$ cat src/rtl/cache_defs.sv
// Shared definitions for the N-way instruction-cache controller.
package cache_defs;

  typedef enum logic [1:0] {
    IDLE = 2'd0,
    FILL = 2'd1,
    DONE = 2'd2
  } type_icache_ctrl_states_e;

  localparam int ICACHE_NWAYS      = 4;
  localparam int ICACHE_NSETS      = 64;
  localparam int ICACHE_LINE_BEATS = 4;

endpackage

$ cat src/rtl/icache_victim_sel.sv
// Victim way selection: lowest-index invalid way, else the set's round-robin pointer.
module icache_victim_sel #(
  parameter int NWAYS = 4,
  parameter int VW    = $clog2(NWAYS)
) (
  input  logic [NWAYS-1:0] way_valid_i,
  input  logic [VW-1:0]    rr_ptr_i,
  output logic [VW-1:0]    victim_o,
  output logic             from_rr_o
);

  // Scan high to low so the lowest invalid way is the last one to win.
  always_comb begin
    victim_o  = rr_ptr_i;
    from_rr_o = 1'b1;
    for (int w = NWAYS - 1; w >= 0; w--) begin
      if (!way_valid_i[w]) begin
        victim_o  = VW'(w);
        from_rr_o = 1'b0;
      end
    end
  end

endmodule

$ cat src/rtl/icache_ctrl_nway.sv
// N-way set-associative instruction-cache controller with multi-beat refill.
// Optional hit/miss counters are enabled by defining ICACHE_PERF_EN.
module icache_ctrl_nway
  import cache_defs::*;
#(
  parameter int NWAYS      = ICACHE_NWAYS,
  parameter int NSETS      = ICACHE_NSETS,
  parameter int LINE_BEATS = ICACHE_LINE_BEATS,
  parameter int SW         = (NSETS > 1) ? $clog2(NSETS) : 1,
  parameter int BW         = (LINE_BEATS > 1) ? $clog2(LINE_BEATS) : 1,
  parameter int VW         = $clog2(NWAYS)
) (
  input  logic             clk_i,
  input  logic             rst_i,
  input  logic             if2icache_req_i,
  input  logic             if2icache_req_kill_i,
  input  logic             imem_sel_i,
  input  logic [SW-1:0]    set_idx_i,
  input  logic [NWAYS-1:0] way_hit_i,
  input  logic [NWAYS-1:0] way_valid_i,
  output logic             icache2if_ack_o,
  output logic             icache2mem_req_o,
  input  logic             mem2icache_ack_i,
  output logic [BW-1:0]    beat_idx_o,
  output logic [NWAYS-1:0] way_we_o,
  output logic             line_valid_o,
  output logic [VW-1:0]    victim_way_o
`ifdef ICACHE_PERF_EN
  ,
  output logic [31:0]      hit_cnt_o,
  output logic [31:0]      miss_cnt_o
`endif
);

  type_icache_ctrl_states_e state_q;

  logic                     ack_q;
  logic [BW-1:0]            beat_q;
  logic [VW-1:0]            victim_q;
  logic                     from_rr_q;
  logic [SW-1:0]            set_q;
  logic [NSETS-1:0][VW-1:0] rr_q;

  logic          active, hit, miss, abort, in_fill, beat_fire, last_beat;
  logic [VW-1:0] vs_victim;
  logic          vs_from_rr;

  assign active    = if2icache_req_i & imem_sel_i & ~if2icache_req_kill_i;
  assign hit       = active & (|way_hit_i);
  assign miss      = active & ~(|way_hit_i);
  // A new PC or a non-cacheable address abandons the refill on the spot.
  assign abort     = if2icache_req_kill_i | ~imem_sel_i;
  assign in_fill   = (state_q == FILL);
  assign beat_fire = in_fill & ~abort & mem2icache_ack_i;
  assign last_beat = (beat_q == BW'(LINE_BEATS - 1));

  icache_victim_sel #(.NWAYS(NWAYS), .VW(VW)) u_victim_sel (
    .way_valid_i (way_valid_i),
    .rr_ptr_i    (rr_q[set_idx_i]),
    .victim_o    (vs_victim),
    .from_rr_o   (vs_from_rr)
  );

  // Memory request and line commit follow the ack combinationally so a kill masks them in-cycle.
  assign icache2mem_req_o = in_fill & ~abort;
  assign line_valid_o     = beat_fire & last_beat;
  assign icache2if_ack_o  = ack_q;
  assign beat_idx_o       = beat_q;
  assign victim_way_o     = victim_q;

  // One-hot data write enable for the way being refilled.
  always_comb begin
    way_we_o = '0;
    if (beat_fire) way_we_o[victim_q] = 1'b1;
  end

  // Controller FSM: hit ack, miss capture, beat counting and round-robin update.
  always_ff @(posedge clk_i) begin
    if (rst_i) begin
      state_q   <= IDLE;
      ack_q     <= 1'b0;
      beat_q    <= '0;
      victim_q  <= '0;
      from_rr_q <= 1'b0;
      set_q     <= '0;
      rr_q      <= '0;
    end else begin
      ack_q <= 1'b0;
      case (state_q)
        IDLE: begin
          if (hit) begin
            ack_q <= 1'b1;
          end else if (miss) begin
            set_q     <= set_idx_i;
            victim_q  <= vs_victim;
            from_rr_q <= vs_from_rr;
            beat_q    <= '0;
            state_q   <= FILL;
          end
        end
        FILL: begin
          if (abort) begin
            state_q <= IDLE;
          end else if (mem2icache_ack_i) begin
            beat_q <= beat_q + BW'(1);
            if (last_beat) begin
              state_q <= DONE;
              // Only a round-robin pick advances the pointer; filling a hole leaves it alone.
              if (from_rr_q) rr_q[set_q] <= victim_q + VW'(1);
            end
          end
        end
        DONE:    state_q <= IDLE;
        default: state_q <= IDLE;
      endcase
    end
  end

`ifdef ICACHE_PERF_EN
  logic [31:0] hit_cnt_q, miss_cnt_q;

  // Saturating hit/miss counters; a miss is counted on the IDLE-to-FILL transition.
  always_ff @(posedge clk_i) begin
    if (rst_i) begin
      hit_cnt_q  <= '0;
      miss_cnt_q <= '0;
    end else if (state_q == IDLE) begin
      if (hit && (hit_cnt_q != 32'hFFFF_FFFF))   hit_cnt_q  <= hit_cnt_q + 32'd1;
      if (miss && (miss_cnt_q != 32'hFFFF_FFFF)) miss_cnt_q <= miss_cnt_q + 32'd1;
    end
  end

  assign hit_cnt_o  = hit_cnt_q;
  assign miss_cnt_o = miss_cnt_q;
`endif

`ifndef SYNTHESIS
  a_way_hit_onehot: assert property (@(posedge clk_i) disable iff (rst_i)
    active |-> $onehot0(way_hit_i));
`endif

endmodule

$ cat config.mk
export PLATFORM = sky130hd
export DESIGN_NAME = icache_ctrl_nway
export DESIGN_NICKNAME = d
export VERILOG_FILES = /design/src/rtl/cache_defs.sv /design/src/rtl/icache_victim_sel.sv /design/src/rtl/icache_ctrl_nway.sv
export SDC_FILE = /design/constraint.sdc
export NUM_CORES = 1
export LEC_CHECK = 0
export ABC_AREA = 0
export BUFFER_PORTS_ARGS = -buffer_cell sky130_fd_sc_hd__clkbuf_2
export CAP_MARGIN = 5
export CORE_ASPECT_RATIO = 0.6
export CORE_UTILIZATION = 40
export DETAILED_ROUTE_END_ITERATION = 16
export GPL_ROUTABILITY_DRIVEN = 0
export PLACE_DENSITY_LB_ADDON = 0.15
export SLEW_MARGIN = 0
export SYNTH_ARGS = -nofsm -noshare
export SYNTH_HDL_FRONTEND = slang
export SYNTH_SLANG_ARGS = --single-unit
$ cat constraint.sdc
create_clock -name clk_i -period 2.1 [get_ports clk_i]
set_input_delay 0.105 -clock clk_i [delete_from_list [all_inputs] [get_ports clk_i]]
set_output_delay 0.105 -clock clk_i [all_outputs]
set_load 0.01 [all_outputs]
==> Word-level counts from Yosys, hierarchy flattened <==
Cells that the tools add are included.
W data, S select, Z words.
{ "classes": {"muxes": 28, "n_eq_ne": 8, "magnitude_cmp": 5, "n_addsub": 2, "n_bitwise": 14, "reduce_logical": 10} }
{ "ops": {"columns": ["op", "count"], "rows": [
  ["$bwmux W128", 1],
  ["$mux W2", 15],
  ["$lt A6 B7 Y1 const B", 2],
  ["$bmux W2 S6", 1],
  ["$demux W2 S6", 1],
  ["$reduce_and A5 Y1", 2],
  ["$ne A2 B2 Y1 const B", 4],
  ["$pmux W2 S2", 2],
  ["$and A1 B1 Y1", 7],
  ["$ge A6 B1 Y1 const B", 1],
  ["$mux W1", 6],
  ["$not A1 Y1", 6],
  ["$add A2 B1 Y2 const B", 2],
  ["$mux W4", 1],
  ["$reduce_and A4 Y1", 1],
  ["$reduce_or A4 Y1", 1],
  ["$lt A2 B3 Y1 const B", 1],
  ["$ne A3 B2 Y1 const B", 1],
  ["$ne A3 B3 Y1 const B", 1],
  ["$reduce_and A3 Y1", 1],
  ["$demux W1 S2", 1],
  ["$eq A2 B1 Y1 const B", 1],
  ["$eq A2 B2 Y1 const B", 1],
  ["$ge A2 B1 Y1 const B", 1],
  ["5 further kinds", 6]
]} }
{ "totals": {"elab_cells": 137, "output_inout_bits": 11, "register_bits": 142, "in_bits": 20} }

==> Depth between registers and ports, before layout <==
{ "depth": {"word_depth": 6, "depth_mapped": 8, "mapped_depth_nobuf": 5} }

==> Hierarchy <==
A second synthesis with hierarchy kept.
{ "hier_totals": {"cells_unflattened": 757, "hier_area_um2": 6765.2} }
{ "by_module_without_submodules": {"columns": ["module", "instances", "seq_area_each_um2", "area_each_um2", "cells_each"], "rows": [
  ["icache_ctrl_nway", 1, 2842.7, 6723.9, 750],
  ["icache_victim_sel", 1, 0.0, 41.3, 7]
]} }

==> Least setup slack after synthesis <==
OpenSTA, ideal clock, no wires.
{ "synth_path": {"path_kind": "register to register", "startpoint": "reg victim_q[0] (netlist: victim_way_o[0])", "endpoint": "reg rr_q[101] in the netlist's numbering", "required_time_ns": 2.035, "n_path_buf": 4, "period_less_slack_ns": 2.089, "stages_incl_launch_ff": 9, "setup_time_ns": 0.065, "arrival_time_ns": 2.024, "path_slack_ns": 0.011, "cell_sequence": "dfxtp_1 clkbuf_1 clkinv_1 clkbuf_1 ha_1 clkbuf_1 clkbuf_1 mux2i_1 nor2_1"} }
{ "synth_between": {"elab_chain_len": 2} }
{ "synth_rtl": {"columns": ["element", "line_no", "rtl"], "rows": [
  ["start, declared", "icache_ctrl_nway.sv:39", "logic [VW-1:0] victim_q;"],
  ["start signal, assigned", "icache_ctrl_nway.sv:95", "victim_q <= vs_victim;"],
  ["$add A2 B1 Y2", "icache_ctrl_nway.sv:109", "if (from_rr_q) rr_q[set_q] <= victim_q + VW'(1);"],
  ["$bwmux W128", "icache_ctrl_nway.sv:109", null],
  ["end signal, assigned by index", "icache_ctrl_nway.sv:109", null],
  ["end, declared", "icache_ctrl_nway.sv:42", "logic [NSETS-1:0][VW-1:0] rr_q;"]
]} }
No other way between the ends.
A chain may end at the register's enable or synchronous reset.

==> Worst setup path after layout <==
{ "layout_path": {"startpoint": "reg state_q[1]", "endpoint": "reg rr_q[59] in the netlist's numbering"} }
{ "layout_between": {"elab_chain_len": 2} }
{ "layout_rtl": {"columns": ["element", "line_no", "rtl"], "rows": [
  ["start, declared", "icache_ctrl_nway.sv:35", "type_icache_ctrl_states_e state_q;"],
  ["start signal, assigned", "icache_ctrl_nway.sv:80", "state_q <= IDLE;"],
  ["start signal, assigned", "icache_ctrl_nway.sv:98", "state_q <= FILL;"],
  ["start signal, assigned", "icache_ctrl_nway.sv:103", "state_q <= IDLE;"],
  ["$eq A2 B1 Y1", "icache_ctrl_nway.sv:89", "case (state_q)"],
  ["$reduce_and A5 Y1 (no source line)", null, null]
]} }
No other way between the ends.

==> flow_summary.toml <==
[routing]
wl_met2_um = 8300
wire_per_inst_um = 21.5
drc_errors = 0
routed_wl_um = 20700
ant_nets = 0
vias = 5449
via_per_inst = 5.66
drtIter0Drc = 425
topRoutingLayerUsed = "met4"
wl_met1_um = 11200
dr_wl_met3_um = 906
dr.pass1.iters = 5

[synthesis]
synthFlopType = "dfxtp_1"
yosys.area.top_type = "dfxtp_1"
synth_area_sq_um = 7730
synth-edff-count = 0
synth-seq-area-share = 0.368
synthArstFlopShare = 0
syn_inst = 679
synth_top_cell_area_share = 0.368
synth.distinct_cells = 47
syn-num-nets = 704
yosys_warnings = 0
ys_ff_latch = 142
synth_area_leaders = "dfxtp_1 37%, nor4_4 17%, mux2i_1 13%"
synth_area_per_cell_sq_um = 11.4

[critical_path]
cp.required_ns = 2.39
slowest_delay_ns = 0.45
path_cells = "and4bb_1 > nand4_4 > buf_4 > nor4_4 > mux2i_1 > nor2_1"
critPathLaunchType = "register"
worst_ep_arrival_time_ns = 2.29
worst_path_max_delay_cell = "nor4_4"
reg2reg_from = "state_q[1]$_SDFFE_PP0P_"
crit_type = "reg -> reg"
worstSetupEndpointType = "register"
cp-startpoint = "state_q[1]$_SDFFE_PP0P_"
cp_max_fo = 20

[power]
peakVddDrop_mv = 0.591
seq_power_share = 0.428
power_density_nw_per_um2 = 701
clkPwrFrac = 0.536
p_comb_frac = 0.036
power.switching_mw = 1.36
p_leak_nw = 3.10
switching_share = 0.216
p_int_mw = 4.94

[floorplanning]
core-area_sq_um = 18500
start_util = 0.418
die_h_um = 110
die_width_um = 181
rows = 38
dieArea_sq_um = 19900
io_pins = 31

[cells_and_area]
n_fill_cell = 1649
drive_above_1_share = 0.283
final_core_util = 0.486
area_growth_pct = 16.3
finalInstanceArea_sq_um = 8990
diodes = 0
finalNetCount = 734

[sta]
finClkSkew_ns = 0.00989
worstMarginPinSlew_ns = 0.654
fmax_mhz = 500
maxSlewViolCount = 0
hold_violations = 0
period_needed_ns = 2.00
whs_ns = 0.0578
rsz0062_at_grt = "true"
slew_headroom = 0.564
min_period_over_period = 0.953
setup_viol = 0
tns_ns = 0

[place]
placed_cell_area_sq_um = 8280
io_buffers = 30
hpwl_um = 14000

[grt]
antenna_found_initial = 0
globalRouteOverflowTotal = 0
grt_pass1_vias = 5377
grt_pass1_wl_um = 33200
grt.total_usage = 0.226
grt_start_max_net_pins = 54

[clock_network]
clkTransAtPathRegs_ns = 0.06
cts_buffers = 17
clock_latency_ns = 0.43
cts_max_level = 4
cts_num_sinks = 142
cts_tree = "built"
root_buffer = "clkbuf_16"
cts_max_path_buffers = 2

[min_path]
min_from = "way_valid_i[3]"
holdCritPathClass = "in -> reg"

[run]
cap_violations = 0

[run_status]
status = "completed"
[final cells by class]
class / instances / area (sq um) / share of cell area
inverters: 5 / 18.8 / 0.00209
flip-flops and latches: 142 / 2850 / 0.317
repair buffers: 80 / 648 / 0.0721
clock buffers: 21 / 460 / 0.0512
well taps: 240 / 300 / 0.0334
multi-input cells: 463 / 4520 / 0.503
clock inverters: 11 / 188 / 0.0209
[critical path, delay by kind of cell (launching register included)]
family / cells / cell delay (ns)
buffers and inverters: 1 / 0.32
multiplexers: 1 / 0.24
AND/OR/NAND/NOR: 4 / 0.96
flip-flops: 1 / 0.33
[per-stage QoR]
step / cells / power (mW) / setup slack, ns
floorplan: 679 / 2.89 / 0.0108
global placement: 925 / 2.98 / -0.0490
detailed placement: 925 / 2.98 / -0.0595
CTS: 960 / 6.32 / 0.0649
global route: 962 / 6.49 / -0.00216
finish: 962 / 6.30 / 0.0985
[final timing paths]
path | cells after the start | slack [ns] | endpoint
worst max-delay path | 6 | 0.1 | rr_q[59]$_SDFFE_PP0P_
worst min-delay path | 3 | 0.06 | victim_way_o[1]$_SDFFE_PP0P_
worst max register to register | 6 | 0.1 | rr_q[59]$_SDFFE_PP0P_
worst min register to register | 2 | 0.49 | rr_q[123]$_SDFFE_PP0P_
[cell families after synthesis]
group | share of synthesized area
AOI/OAI and AO/OA | 0.0605
adders and majority gates | 0.00809
buffers and inverters | 0.0500
DFF | 0.368
muxes | 0.232
and+or+nand+nor | 0.282
[power groups by stage]
stage | clock network (mW) | logic (mW) | registers [mW]
4_1_cts | 3.40 | 0.229 | 2.69
2_1_floorplan | 0 | 0.138 | 2.76
6_report | 3.38 | 0.228 | 2.69
5_1_grt | 3.55 | 0.244 | 2.69
3_3_place_gp | 0 | 0.223 | 2.75
3_5_place_dp | 0 | 0.225 | 2.75
[layer usage]
metal / GRT usage / vias up
met4: 0.0672 / 0
met1: 0.343 / 2718
met5: 0 / -
met2: 0.318 / 121
li1: - / 2586
met3: 0.0427 / 24
[placed cells by master (no fill, tap or decap), types with 3 or more instances in the layout]
| master | netlist | final |
|---|---|---|
| mux2i_1 | 101 | 101 |
| clkbuf_2 | 3 | 29 |
| a22o_1 | 4 | 4 |
| nor2b_1 | 5 | 5 |
| ha_1 | 5 | 4 |
| and3_1 | 7 | 7 |
| nand3b_1 | 4 | 4 |
| nor2_1 | 143 | 143 |
| nor4_1 | 3 | 3 |
| mux4_1 | 10 | 10 |
| inv_1 | 4 | 3 |
| o21ai_0 | 3 | 3 |
| dlygate4sd3_1 | 0 | 3 |
| buf_4 | 1 | 39 |
| mux4_2 | 22 | 22 |
| a211oi_1 | 39 | 39 |
| nor4_4 | 60 | 62 |
| clkinvlp_4 | 0 | 3 |
| dfxtp_1 | 142 | 141 |
| nand2_1 | 13 | 13 |
| nand3_1 | 3 | 3 |
| a21oi_1 | 8 | 8 |
| bufinv_16 | 0 | 5 |
| clkbuf_16 | 0 | 17 |
| buf_12 | 1 | 9 |
| clkinv_2 | 0 | 3 |
| a2111oi_0 | 3 | 3 |
| nor3_1 | 3 | 3 |
[registers in the layout, indices dropped and copies added, names as in the netlist]
name	flops
beat_idx_o	2
from_rr_q	1
state_q	2
rr_q	128
set_q	6
icache2if_ack_o	1
victim_way_o	2
[cells in the mapped netlist (8+ instances only)]
cell and number:
a21oi_1 8, nand2_1 13, a211oi_1 39, mux4_2 22, buf_6 8, mux2i_1 101
dfxtp_1 142, nor4_4 60, buf_2 20, clkbuf_1 32, nor2_1 143, mux4_1 10
[what timing repair did]
action / CTS / global route
endpoints found under the setup margin: 0 / 9
hold endpoints to repair: 1 / 0
buffers inserted: 0 / 2
gates resized for setup: 0 / 2
hold buffers: 3 / 0
(Power assumes the default switching activity.)
